<file path="config.mk">
export PLATFORM = sky130hd
export DESIGN_NAME = updi_block_writer_flat
export DESIGN_NICKNAME = d
export VERILOG_FILES = /design/src/rtl/updi_block_writer_if.sv /design/src/rtl/updi_block_writer.sv /design/src/flat_wrapper.sv
export SDC_FILE = /design/constraint.sdc
export NUM_CORES = 1
export LEC_CHECK = 0
export BUFFER_PORTS_ARGS = -buffer_cell sky130_fd_sc_hd__buf_4
export CORE_AREA = 4 4 218 220
export CTS_CLUSTER_SIZE = 20
export DETAILED_ROUTE_END_ITERATION = 10
export DIE_AREA = 0 0 222 224
export GPL_ROUTABILITY_DRIVEN = 0
export GPL_TIMING_DRIVEN = 0
export SYNTH_ARGS = -nofsm -noshare
export SYNTH_HDL_FRONTEND = slang
export SYNTH_SLANG_ARGS = --single-unit
</file>
<file path="constraint.sdc">
create_clock -name clk -period 4.9 [get_ports clk]
set_input_delay 0.735 -clock clk [delete_from_list [all_inputs] [get_ports clk]]
set_output_delay 0.735 -clock clk [all_outputs]
set_load 0.1 [all_outputs]
</file>
<file path="src/rtl/updi_block_writer_if.sv">
// Byte stream to the UPDI UART transmitter plus the received-byte strobe from the target.
interface updi_block_writer_if;
   logic [7:0] tx_data;
   logic       tx_valid;
   logic       tx_ready;
   logic [7:0] rx_data;
   logic       rx_valid;

   modport master (output tx_data, output tx_valid, input tx_ready,
                   input rx_data, input rx_valid);
   modport slave  (input tx_data, input tx_valid, output tx_ready,
                   output rx_data, output rx_valid);
endinterface

</file>
<file path="src/rtl/updi_block_writer.sv">
// Turns one decoded program block into the UPDI ST ptr / REPEAT / ST *ptr++ byte sequence.
// Optional macro UPDI_BLOCK_WRITER_ACK_EN: wait for target ACK after the address and after each data byte.
module updi_block_writer #(
   parameter int          DATA_BLOCK_MAX_SIZE  = 64,
   parameter int          DATA_BLOCK_ADDR_BITS = $clog2(DATA_BLOCK_MAX_SIZE),
   parameter logic [15:0] FLASH_BASE           = 16'h8000,
   parameter int          ACK_TIMEOUT          = 4096
) (
   input  logic                                 clk,
   input  logic                                 rst,
   input  logic                                 start,
   output logic                                 ready,
   output logic                                 done,
   output logic                                 error,
   output logic                                 eof,
   input  logic [7:0]                           block_length,
   input  logic [15:0]                          block_address,
   input  logic [7:0]                           block_type,
   input  logic [DATA_BLOCK_MAX_SIZE-1:0][7:0]  block_data,
   updi_block_writer_if.master                  phy
);

   typedef enum logic [2:0] {
      IDLE,
      HDR,
      DATA,
`ifdef UPDI_BLOCK_WRITER_ACK_EN
      ACK_WAIT,
`endif
      FINISH
   } state_t;

   state_t      state, state_n;
   logic [7:0]  cnt, cnt_n, len, len_n;
   logic [15:0] addr, addr_n;
   logic [7:0]  tx_data_q, tx_data_n;
   logic        tx_valid_q, tx_valid_n;
   logic        ready_q, ready_n, done_q, done_n, error_q, error_n, eof_q, eof_n;
   logic        accept, last_data;
   logic [7:0]  cnt_inc;

`ifdef UPDI_BLOCK_WRITER_ACK_EN
   localparam int TW = $clog2(ACK_TIMEOUT + 1);
   logic [TW-1:0] timer, timer_n;
   logic          ack_hdr, ack_hdr_n;
`else
   wire unused_rx = ^{phy.rx_data, phy.rx_valid};
   localparam int unused_ack_timeout = ACK_TIMEOUT;
`endif

   // Header: ST ptr (16-bit addr), REPEAT length-1, ST *ptr++ opcode.
   function automatic logic [7:0] hdr_byte(input logic [3:0] i, input logic [15:0] a,
                                           input logic [7:0] l);
      case (i)
         4'd0, 4'd4, 4'd7: hdr_byte = 8'h55;
         4'd1:             hdr_byte = 8'h69;
         4'd2:             hdr_byte = a[7:0];
         4'd3:             hdr_byte = a[15:8];
         4'd5:             hdr_byte = 8'hA0;
         4'd6:             hdr_byte = l - 8'd1;
         default:          hdr_byte = 8'h64;
      endcase
   endfunction

   assign accept    = tx_valid_q && phy.tx_ready;
   assign cnt_inc   = cnt + 8'd1;
   assign last_data = (cnt == len - 8'd1);

   always_comb begin
      state_n    = state;
      cnt_n      = cnt;
      len_n      = len;
      addr_n     = addr;
      tx_data_n  = tx_data_q;
      tx_valid_n = tx_valid_q;
      ready_n    = ready_q;
      done_n     = 1'b0;
      error_n    = error_q;
      eof_n      = eof_q;
`ifdef UPDI_BLOCK_WRITER_ACK_EN
      timer_n    = timer;
      ack_hdr_n  = ack_hdr;
`endif
      case (state)
         IDLE: begin
            ready_n = 1'b1;
            if (start && ready_q) begin
               len_n   = block_length;
               addr_n  = block_address + FLASH_BASE;
               cnt_n   = 8'd0;
               ready_n = 1'b0;
               error_n = 1'b0;
               eof_n   = (block_type == 8'h01);
               if (block_type == 8'h00 && block_length != 8'd0 &&
                   int'({24'd0, block_length}) <= DATA_BLOCK_MAX_SIZE) begin
                  state_n    = HDR;
                  tx_data_n  = 8'h55;
                  tx_valid_n = 1'b1;
               end else begin
                  state_n = FINISH;
                  error_n = (block_type == 8'h00) &&
                            (int'({24'd0, block_length}) > DATA_BLOCK_MAX_SIZE);
               end
            end
         end
         HDR: begin
            if (accept) begin
`ifdef UPDI_BLOCK_WRITER_ACK_EN
               if (cnt == 8'd3) begin
                  tx_valid_n = 1'b0;
                  ack_hdr_n  = 1'b1;
                  timer_n    = '0;
                  state_n    = ACK_WAIT;
               end else
`endif
               if (cnt == 8'd8) begin
                  state_n   = DATA;
                  cnt_n     = 8'd0;
                  tx_data_n = block_data[0];
               end else begin
                  cnt_n     = cnt_inc;
                  tx_data_n = hdr_byte(cnt_inc[3:0], addr, len);
               end
            end
         end
         DATA: begin
            if (accept) begin
`ifdef UPDI_BLOCK_WRITER_ACK_EN
               tx_valid_n = 1'b0;
               ack_hdr_n  = 1'b0;
               timer_n    = '0;
               state_n    = ACK_WAIT;
`else
               // Last byte finishes directly so done lands one cycle after it.
               if (last_data) begin
                  tx_valid_n = 1'b0;
                  done_n     = 1'b1;
                  ready_n    = 1'b1;
                  state_n    = IDLE;
               end else begin
                  cnt_n     = cnt_inc;
                  tx_data_n = block_data[cnt_inc[DATA_BLOCK_ADDR_BITS-1:0]];
               end
`endif
            end
         end
`ifdef UPDI_BLOCK_WRITER_ACK_EN
         ACK_WAIT: begin
            timer_n = timer + 1'b1;
            if (phy.rx_valid) begin
               if (phy.rx_data != 8'h40) begin
                  error_n = 1'b1;
                  state_n = FINISH;
               end else if (ack_hdr) begin
                  state_n    = HDR;
                  cnt_n      = cnt_inc;
                  tx_data_n  = hdr_byte(cnt_inc[3:0], addr, len);
                  tx_valid_n = 1'b1;
               end else if (last_data) begin
                  state_n = FINISH;
               end else begin
                  state_n    = DATA;
                  cnt_n      = cnt_inc;
                  tx_data_n  = block_data[cnt_inc[DATA_BLOCK_ADDR_BITS-1:0]];
                  tx_valid_n = 1'b1;
               end
            end else if (timer == TW'(ACK_TIMEOUT - 1)) begin
               error_n = 1'b1;
               state_n = FINISH;
            end
         end
`endif
         FINISH: begin
            done_n  = 1'b1;
            ready_n = 1'b1;
            state_n = IDLE;
         end
         default: state_n = IDLE;
      endcase
   end

   always_ff @(posedge clk) begin
      if (rst) begin
         state      <= IDLE;
         cnt        <= 8'd0;
         len        <= 8'd0;
         addr       <= 16'd0;
         tx_data_q  <= 8'h00;
         tx_valid_q <= 1'b0;
         ready_q    <= 1'b0;
         done_q     <= 1'b0;
         error_q    <= 1'b0;
         eof_q      <= 1'b0;
`ifdef UPDI_BLOCK_WRITER_ACK_EN
         timer      <= '0;
         ack_hdr    <= 1'b0;
`endif
      end else begin
         state      <= state_n;
         cnt        <= cnt_n;
         len        <= len_n;
         addr       <= addr_n;
         tx_data_q  <= tx_data_n;
         tx_valid_q <= tx_valid_n;
         ready_q    <= ready_n;
         done_q     <= done_n;
         error_q    <= error_n;
         eof_q      <= eof_n;
`ifdef UPDI_BLOCK_WRITER_ACK_EN
         timer      <= timer_n;
         ack_hdr    <= ack_hdr_n;
`endif
      end
   end

   assign ready        = ready_q;
   assign done         = done_q;
   assign error        = error_q;
   assign eof          = eof_q;
   assign phy.tx_data  = tx_data_q;
   assign phy.tx_valid = tx_valid_q;

endmodule

</file>
<file path="src/flat_wrapper.sv">
// flat-port wrapper written by rule: the top's interface ports become plain ports
module updi_block_writer_flat 
#(
   parameter int          DATA_BLOCK_MAX_SIZE  = 64,
   parameter int          DATA_BLOCK_ADDR_BITS = $clog2(DATA_BLOCK_MAX_SIZE),
   parameter logic [15:0] FLASH_BASE           = 16'h8000,
   parameter int          ACK_TIMEOUT          = 4096
)
  (clk, rst, start, ready, done, error, eof, block_length, block_address, block_type, block_data, phy_tx_data, phy_tx_valid, phy_tx_ready, phy_rx_data, phy_rx_valid);
  updi_block_writer_if phy_i ();
  input  logic clk;
  input  logic rst;
  input  logic start;
  output logic ready;
  output logic done;
  output logic error;
  output logic eof;
  input  logic [7:0] block_length;
  input  logic [15:0] block_address;
  input  logic [7:0] block_type;
  input  logic [DATA_BLOCK_MAX_SIZE-1:0][7:0] block_data;
  output wire logic [$bits(phy_i.tx_data)-1:0] phy_tx_data;
  output wire logic [$bits(phy_i.tx_valid)-1:0] phy_tx_valid;
  input wire logic [$bits(phy_i.tx_ready)-1:0] phy_tx_ready;
  input wire logic [$bits(phy_i.rx_data)-1:0] phy_rx_data;
  input wire logic [$bits(phy_i.rx_valid)-1:0] phy_rx_valid;
  assign phy_tx_data = phy_i.tx_data;
  assign phy_tx_valid = phy_i.tx_valid;
  assign phy_i.tx_ready = phy_tx_ready;
  assign phy_i.rx_data = phy_rx_data;
  assign phy_i.rx_valid = phy_rx_valid;
  updi_block_writer #(.DATA_BLOCK_MAX_SIZE(DATA_BLOCK_MAX_SIZE), .DATA_BLOCK_ADDR_BITS(DATA_BLOCK_ADDR_BITS), .FLASH_BASE(FLASH_BASE), .ACK_TIMEOUT(ACK_TIMEOUT)) u_core (.clk(clk), .rst(rst), .start(start), .ready(ready), .done(done), .error(error), .eof(eof), .block_length(block_length), .block_address(block_address), .block_type(block_type), .block_data(block_data), .phy(phy_i));
endmodule
</file>
* Word level (Yosys, flattened, before mapping) *
Cells that the tools add are included.

word-level totals
  register bits after elaboration = 48
  latch bits = 0
  bits in writable memories = 0
  memory bits (read-only) = 0
  input port bits = 557
  output and inout bits = 13
  memories kept = 0

cells by class
  $add $sub $neg = 3
  multiply operators = 0
  div/mod/pow operators = 0
  magnitude comparators = 3
  eq/ne operators = 20
  shift operators = 0
  multiplexer cells = 36
  bitwise gates (word level) = 0
  reduce and logical (&&, ||, !) cells = 19

operator list
  cell                      count
  $mux W8                   12
  $bmux W8 S6               1
  $pmux W8 S3               2
  $pmux W8 S6               1
  $add A16 B16 Y16 const B  1
  $eq A4 B3 Y1 const B      4
  $mux W3                   5
  $reduce_and A5 Y1         3
  $ne A2 B1 Y1 const B      6
  $mux W1                   10
  $pmux W3 S3               1
  $add A8 B1 Y8 const B     1
  $eq A4 B2 Y1 const B      2
  $eq A8 B1 Y1 const B      1
  $eq A8 B4 Y1 const B      1
  $eq A8 B8 Y1              1
  $gt A8 B7 Y1 const B      1
  $le A8 B7 Y1 const B      1
  $logic_not A8 Y1          1
  $reduce_bool A8 Y1        1
  $sub A8 B1 Y8 const B     1
  $lt A6 B7 Y1 const B      1
  $eq A3 B2 Y1 const B      2
  $reduce_and A6 Y1         1
  14 further kinds          20

* Depth between registers and ports, before layout *
Gate-level depths: netlist (run 1).

  depth after elaboration = 7
  mapped depth = 16

* Least setup slack after synthesis (run 1) *
OpenSTA, ideal clock, no wires.

  path kind = flip-flop to flip-flop
  start point = reg u_core.cnt[0]
  end point = reg u_core.tx_data_q[5], in the netlist u_core.phy.tx_data[5]
  setup time = 123 ps
  data arrival time = 3,514 ps
  setup slack = 1,263 ps
  stages on the path, launching flop included = 16
  path buffers = 8
  path through = dfxtp_1 > buf_2 > buf_2 > inv_1 > clkbuf_1 > clkbuf_1 > ha_1 > buf_2 > buf_2 > buf_2 > buf_1 > mux4_2 > mux2i_1 > o211ai_1 > a22oi_1 > o21ai_0

on the way
  longest elaborated chain between the ends = 7
  elaborated cells between the ends (all ways) = 22
  those cells by class = add/sub: 1; eq/ne: 10; mux: 8; reduce/logical: 3

ends and longest elaborated chain
  what                                                   line                      source
  start: declaration                                     updi_block_writer.sv:34   logic [7:0] cnt, cnt_n, len, len_n;
  start signal: assignment                               updi_block_writer.sv:200  cnt <= cnt_n;
  branches (longest 7 deep; another with $add A8 B1 Y8)  -
  end signal: assignment                                 updi_block_writer.sv:203  tx_data_q <= tx_data_n;
  end: declaration                                       updi_block_writer.sv:36   logic [7:0] tx_data_q, tx_data_n;

Several ways; the timed one is not identified. The select of a mux whose other input is x is not followed.
A chain may end at the register's enable or synchronous reset.

* Final worst setup path (run 1) *
  start point = reg u_core.cnt[0]
  end point = reg u_core.tx_data_q[1], in the netlist u_core.phy.tx_data[1]

The elaborated chain is that of the path after synthesis.

==> results of run 1 <==
## path summary, 6_finish.rpt
path / startpoint / endpoint / slack [ps] / cells after the start
hold reg to reg: u_core.error$_SDFFE_PP0P_ / u_core.error$_SDFFE_PP0P_ / 450 / 2
hold / removal: u_core.error$_SDFFE_PP0P_ / u_core.error$_SDFFE_PP0P_ / 450 / 2
setup reg to reg: u_core.cnt[0]$_SDFFE_PP0P_ / u_core.phy.tx_data[1]$_SDFFE_PP0P_ / 190 / 15
setup / recovery: u_core.cnt[0]$_SDFFE_PP0P_ / u_core.phy.tx_data[1]$_SDFFE_PP0P_ / 190 / 15
## critical path: stages, from the launching register on
cell	delay, ps
dfxtp_1	380
buf_4	280
buf_6	290
clkinvlp_4	220
clkbuf_4	270
ha_1	310
buf_2	310
buf_6	280
buf_4	330
buf_4	360
mux2i_1	440
a221oi_1	140
o2bb2ai_1	290
a311oi_1	80
a22oi_1	400
o21ai_0	140
## layout by cell type, fill, tap and decap left out, types with 5 or more instances in the layout
master	netlist	final
nor2_1	42	42
a21oi_1	47	47
mux2i_1	56	54
mux4_2	105	105
a32o_1	7	7
buf_4	0	570
and3_1	9	9
o21a_1	5	5
a211oi_1	10	9
o21ai_0	33	32
dfxtp_1	47	47
xor2_1	8	8
clkbuf_1	36	33
clkbuf_16	0	5
nand2b_1	5	5
a31oi_1	9	9
a22o_1	6	6
diode_2	0	13
buf_1	8	5
a32oi_1	13	13
nor3_1	13	13
a221oi_1	10	10
a22oi_1	15	15
buf_2	32	24
nand3_1	14	14
inv_1	17	16
ha_1	10	10
nor4_1	6	6
xnor2_1	8	8
nor2b_1	6	6
nand2_1	133	133
## registers in the layout, indices dropped and copies added, names as in the netlist
name	cells
u_core.addr	16
u_core.phy.tx_data	8
u_core.error	1
u_core.ready	1
u_core.state	2
u_core.len	8
u_core.cnt	8
u_core.done	1
u_core.phy.tx_valid	1
u_core.eof	1
## cell families after synthesis
| family | Yosys count | synth area share |
|---|---|---|
| and+or+nand+nor | 251 | 0.1583 |
| buffers and inverters | 95 | 0.05624 |
| adders and majority gates | 10 | 0.01741 |
| xor gates and xnor gates | 18 | 0.02577 |
| DFF | 47 | 0.1309 |
| muxes | 162 | 0.4087 |
| AOI/OAI and AO/OA | 206 | 0.2027 |
## cells in the mapped netlist (3+ instances only)
library cell and number:
a31o_2 4, nor2b_1 6, xor2_1 8, buf_2 32, a31oi_1 9, and3_1 9, nor3_1 13, a221oi_1 10
and4_1 3, o21ai_0 33, inv_1 17, a32o_1 7, nand2b_1 5, a21oi_1 47, xnor2_1 8, o211ai_1 3
o21a_1 5, dfxtp_1 47, ha_1 10, a22oi_1 15, clkbuf_1 36, mux2i_1 56, nor4_1 6, a21o_1 4
a22o_1 6, or3_1 3, a211oi_1 10, a222oi_1 4, nand3_1 14, a2111oi_0 5, a32oi_1 13, buf_1 8
nor2_1 42, a221o_1 3, o22ai_1 3, nand2_1 133, mux4_2 105
## stage by stage
step                cells  setup TNS (ps)  cell area, um2  setup slack, ps
floorplan             789               0            7186             1263
CTS                  1956               0           12370            38.98
global placement     1948          -13340           12130            -2112
global route         1964               0           12410            80.39
detailed placement   1949          -13300           12140            -2037
finish               1971               0           12420            189.9
## layer usage
metal	routed length (um)	track usage
met4	1843	0.06683
met1	21570	0.2533
met2	28250	0.3741
met3	5939	0.07352
met5	103	0
## area by class of cell
cell class / instances / area (um2)
Sequential cell: 47 / 940.9
Clock buffer: 5 / 125.1
Buffer: 76 / 381.6
Antenna cell: 13 / 32.53
Inverter: 18 / 71.32
Timing Repair Buffer: 562 / 4217
Fill cell: 4972 / 32860
Tap cell: 600 / 750.7
Clock inverter: 3 / 43.79
Multi-Input combinational cell: 647 / 5861
## what timing repair did
item                       CTS  global route
pin swaps                    0             0
buffers inserted             0             2
setup endpoints to repair    8             5
resized for setup           32             3
## where the power goes
group,total [uW],internal [uW],switching [uW]
Combinational,1690,779,910
Clock,399,241,158
Sequential,466,428,37.4
Total,2550,1450,1100
==> impl_metrics.tcl, run 1 <==
set metrics [dict create \
    ys_types 75 \
    antenna_found_initial 26 \
    synth_top_area_cell "mux4_2" \
    wl_per_cell_um 29.28 \
    start_util 0.1587 \
    ir_drop_mv 0.1434 \
    vias 9815 \
    drv_slew 0 \
    synth.area.top_cells "mux4_2 33%, dfxtp_1 13%, mux2i_1 7.8%, nand2_1 6.9%, a21oi_1 3.3%" \
    utilization 0.2743 \
    syn_inst 789 \
    layout.nets 1924 \
    required_ps 5070 \
    p_leak_uw 0.005052 \
    endpoint_kind "flip-flop" \
    hold_viol 0 \
    synth_nets 1356 \
    clk_pin_slew_ps 70 \
    final.min_clock_period_ps 4710 \
    tightest_slew_ps 1293 \
    drc 0 \
    clock_path_buffers 2 \
    top_level_ports 570 \
    p_total_uw 2553 \
    drive_gt1_frac 0.5398 \
    slew-limit-headroom 0.1345 \
    synth_flop_cell "dfxtp_1" \
    syn2layout_area_growth_pct 72.89 \
    core_area_mm2 0.04528 \
    synth_area_mm2 0.007186 \
    grt_pass1_vias 10096 \
    clock_latency_ps 290 \
    gr-total-overflow 0 \
    hold_buffers 0 \
    synthArstFlopShare 0 \
    ant_nets 0 \
    finalWirelength_um 57710 \
    grt_pass1_wl_um 76450 \
    first_pass_iters 8 \
    synth_edf_count 0 \
    finalClockSkew_ps 2.918 \
    synth.yosys.seq_area_share 0.1309 \
    drv_cap 0 \
    cts_sinks 47 \
    cp-start-kind "flip-flop" \
    syn_area_per_cell_um2 9.107 \
    cts.htree.levels 2 \
    viasPerCell 4.980 \
    p_per_area_mw_per_mm2 205.5 \
    io_buffers 559 \
    synth_top_area_frac 0.3291 \
    grt_max_degree 16 \
    drt-initial-drc-count 803 \
    row_count 78 \
    cp.arrival_ps 4880 \
    clock-root-buffer "clkbuf_16" \
    yosys_warnings 0 \
    cts_buffers 5 \
    ys_ff_latch 47 \
    crit_type "flip-flop to flip-flop" \
    die_width_um 222 \
    max_freq_ghz 0.2123 \
    track_usage 0.2159 \
    die_h_um 224 \
    cts_tree "done" \
    dieArea_mm2 0.04973 \
    path_max_fanout 12 \
    setup_viol 0 \
    hpwl_um 50020 \
    holdWs_ps 454.9 \
    outcome "complete, no violations" \
    period_share 0.9613 \
    rsz0062_at_grt "no" \
    hold_path.class "flip-flop to flip-flop" \
]
(Power assumes the default switching activity.)
==> run 2, diff against run 1 <==
--- a/config.mk
+++ b/config.mk
@@ -6,10 +6,10 @@
 export NUM_CORES = 1
 export LEC_CHECK = 0
 export BUFFER_PORTS_ARGS = -buffer_cell sky130_fd_sc_hd__buf_4
-export CORE_AREA = 4 4 218 220
+export CORE_AREA = 3 3 223 225
 export CTS_CLUSTER_SIZE = 20
 export DETAILED_ROUTE_END_ITERATION = 10
-export DIE_AREA = 0 0 222 224
+export DIE_AREA = 0 0 226 228
 export GPL_ROUTABILITY_DRIVEN = 0
 export GPL_TIMING_DRIVEN = 0
 export SYNTH_ARGS = -nofsm -noshare
==> run 2 against run 1 <==
  * Register-to-register slack better by 50 ps
  * Power fell by 1.3%
  * First-iteration DRC count decreased by 1.0%
  * Final area about the same
  * Via count decreased by 0.38%
  * Sequential share of layout area about the same
  * Maximum frequency grew 1.1%
  * Wire length up 1.2%
  * Clock skew up 3.7 ps
  * Non-clock buffer count down 2
==> impl_metrics.tcl, run 2 (synthesis results as in run 1) <==
set metrics [dict create \
    outcome "complete, no violations" \
    r2r_slack_ps 240 \
    track_usage 0.2166 \
    place_inst 1963 \
    rsz0062_at_grt "no" \
    die_width_um 226 \
    top_level_ports 570 \
    p_leak_uw 0.005036 \
    p_comb_frac 0.675 \
    viasPerCell 4.938 \
    crit_type "flip-flop to flip-flop" \
    hold_viol 0 \
    clk_pin_slew_ps 60 \
    grt_max_degree 15 \
    rr_worst_depth 15 \
    setup_viol 0 \
    period_share 0.9506 \
    slowest_delay_ps 420 \
    hold_path.class "flip-flop to flip-flop" \
    finalWirelength_um 58410 \
    clock_latency_ps 290 \
    largest_reg_flops 16 \
    regMostFlops "u_core.addr" \
    grt.busiest_layer "met2" \
    critical-path-top-delay-family "buffers and inverters" \
    regToRegStartpoint "u_core.cnt[0]$_SDFFE_PP0P_" \
    die_h_um 228 \
    tightest_slew_ps 1233 \
    pwr-share-seq 0.184 \
    final_cells 1980 \
    min_to "u_core.addr[12]$_SDFFE_PP0P_" \
    crit_path_cell_trace "buf_4 > buf_6 > clkinvlp_4 > clkbuf_4 > ha_1 > buf_2 > buf_4 > buf_4 > buf_4 > mux2i_1 > a22oi_1 > a31oi_1 > a211oi_1 > a211oi_2 > a21oi_1" \
    drv_slew 0 \
    drc 0 \
    p_sw_uw 1108 \
    utilization 0.2600 \
    cp-start-kind "flip-flop" \
    clock-root-buffer "clkbuf_16" \
    hold_buffers 0 \
    endpoint_kind "flip-flop" \
    start_util 0.1505 \
    cp.arrival_ps 4820 \
    dieArea_mm2 0.05153 \
    antenna_found_initial 21 \
    io_buffers 559 \
    final_cell_mix "568 x buf_4, 133 x nand2_1, 105 x mux4_2" \
    wl_per_cell_um 29.50 \
    slew-limit-headroom 0.1749 \
    max_freq_ghz 0.2147 \
    cpMaxStageDelayCell "mux2i_1" \
    layout.nets 1922 \
    cts.htree.levels 2 \
    first_pass_iters 7 \
    p_int_uw 1412 \
    drv_cap 0 \
    final_common_cell "buf_4" \
    whs_path_depth 2 \
    finalClockSkew_ps 6.600 \
    crit_top_cell "buf_4" \
    required_ps 5070 \
    grt_use_met1 0.2520 \
    grt_pass1_vias 10223 \
    clock_path_buffers 2 \
    p_clk_frac 0.141 \
    path_max_fanout 12 \
    setup-tns-final_ps 0 \
    ant_nets 0 \
    netSwitchingFraction 0.4396 \
    cts_buffers 5 \
    final.min_clock_period_ps 4658 \
    min_from "u_core.addr[12]$_SDFFE_PP0P_" \
    row_count 80 \
    core_area_mm2 0.04775 \
    p_per_area_mw_per_mm2 203.0 \
    drive_gt1_frac 0.5391 \
    hpwl_um 50470 \
    ir_drop_mv 0.1651 \
    grt_use_met3 0.06608 \
    use_met2 0.3765 \
    syn2layout_area_growth_pct 72.75 \
    critPathBufInv 8 \
    cts_sinks 47 \
    vias 9778 \
    grt_pass1_wl_um 77630 \
    cts_tree "done" \
    p_total_uw 2520 \
    holdWs_ps 458.4 \
    drt-initial-drc-count 795 \
    r2r_end "u_core.phy.tx_data[0]$_SDFFE_PP0P_" \
    gr-total-overflow 0 \
]
-- run 2: worst max-delay path by stage --
stage,start,end,slack (ps),depth (start not counted)
2_1_floorplan,u_core.cnt[0]$_SDFFE_PP0P_,u_core.phy.tx_data[5]$_SDFFE_PP0P_,1260,15
3_3_place_gp,u_core.cnt[0]$_SDFFE_PP0P_,u_core.phy.tx_data[0]$_SDFFE_PP0P_,-2020,16
3_5_place_dp,u_core.cnt[0]$_SDFFE_PP0P_,u_core.phy.tx_data[0]$_SDFFE_PP0P_,-2050,16
4_1_cts,u_core.cnt[0]$_SDFFE_PP0P_,u_core.phy.tx_data[1]$_SDFFE_PP0P_,110,14
5_1_grt,u_core.cnt[0]$_SDFFE_PP0P_,u_core.phy.tx_data[0]$_SDFFE_PP0P_,0.07,15
6_report,u_core.cnt[0]$_SDFFE_PP0P_,u_core.phy.tx_data[0]$_SDFFE_PP0P_,240,15
-- run 2: area by class of cell --
| cell class | count | area [um2] |
|---|---|---|
| diodes | 9 | 22.52 |
| plain buffers | 76 | 386.6 |
| clock buffers | 7 | 142.6 |
| clock inverters | 1 | 8.758 |
| fillers | 5203 | 35330 |
| inverters | 18 | 71.32 |
| multi-input cells | 647 | 5867 |
| flip-flops and latches | 47 | 940.9 |
| well taps | 615 | 769.5 |
| repair buffers | 560 | 4204 |
-- run 2: power groups by stage --
stage	registers (uW)	clock network, uW	logic, uW
detailed placement	473	0	1680
finish	465	354	1700
global placement	471	0	1660
floorplan	542	0	827
CTS	464	363	1700
global route	471	381	1830
-- run 2: routing by layer --
| layer | vias up | part of all wire |
|---|---|---|
| met5 | - | 0.0014 |
| met4 | 14 | 0.034 |
| met3 | 77 | 0.098 |
| met2 | 638 | 0.49 |
| met1 | 4785 | 0.37 |
| li1 | 4264 | - |
-- run 2: stage by stage --
stage | cell area, um2 | setup WS (ps)
floorplan | 7186 | 1263
global placement | 12150 | -2018
detailed placement | 12150 | -2050
CTS | 12380 | 108.0
global route | 12400 | 0.07239
finish | 12410 | 242.2
-- run 2: tightest hold or removal path, cell delays in order, from the launching register on --
cell and delay, ps:
dfxtp_1 310, nand2_1 50, a21oi_1 50
-- run 2: timing repair --
item,4_1_cts,5_1_grt
cloned,0,0
endpoints found under the setup margin,8,4
resized for setup,28,6
buffers inserted,1,0
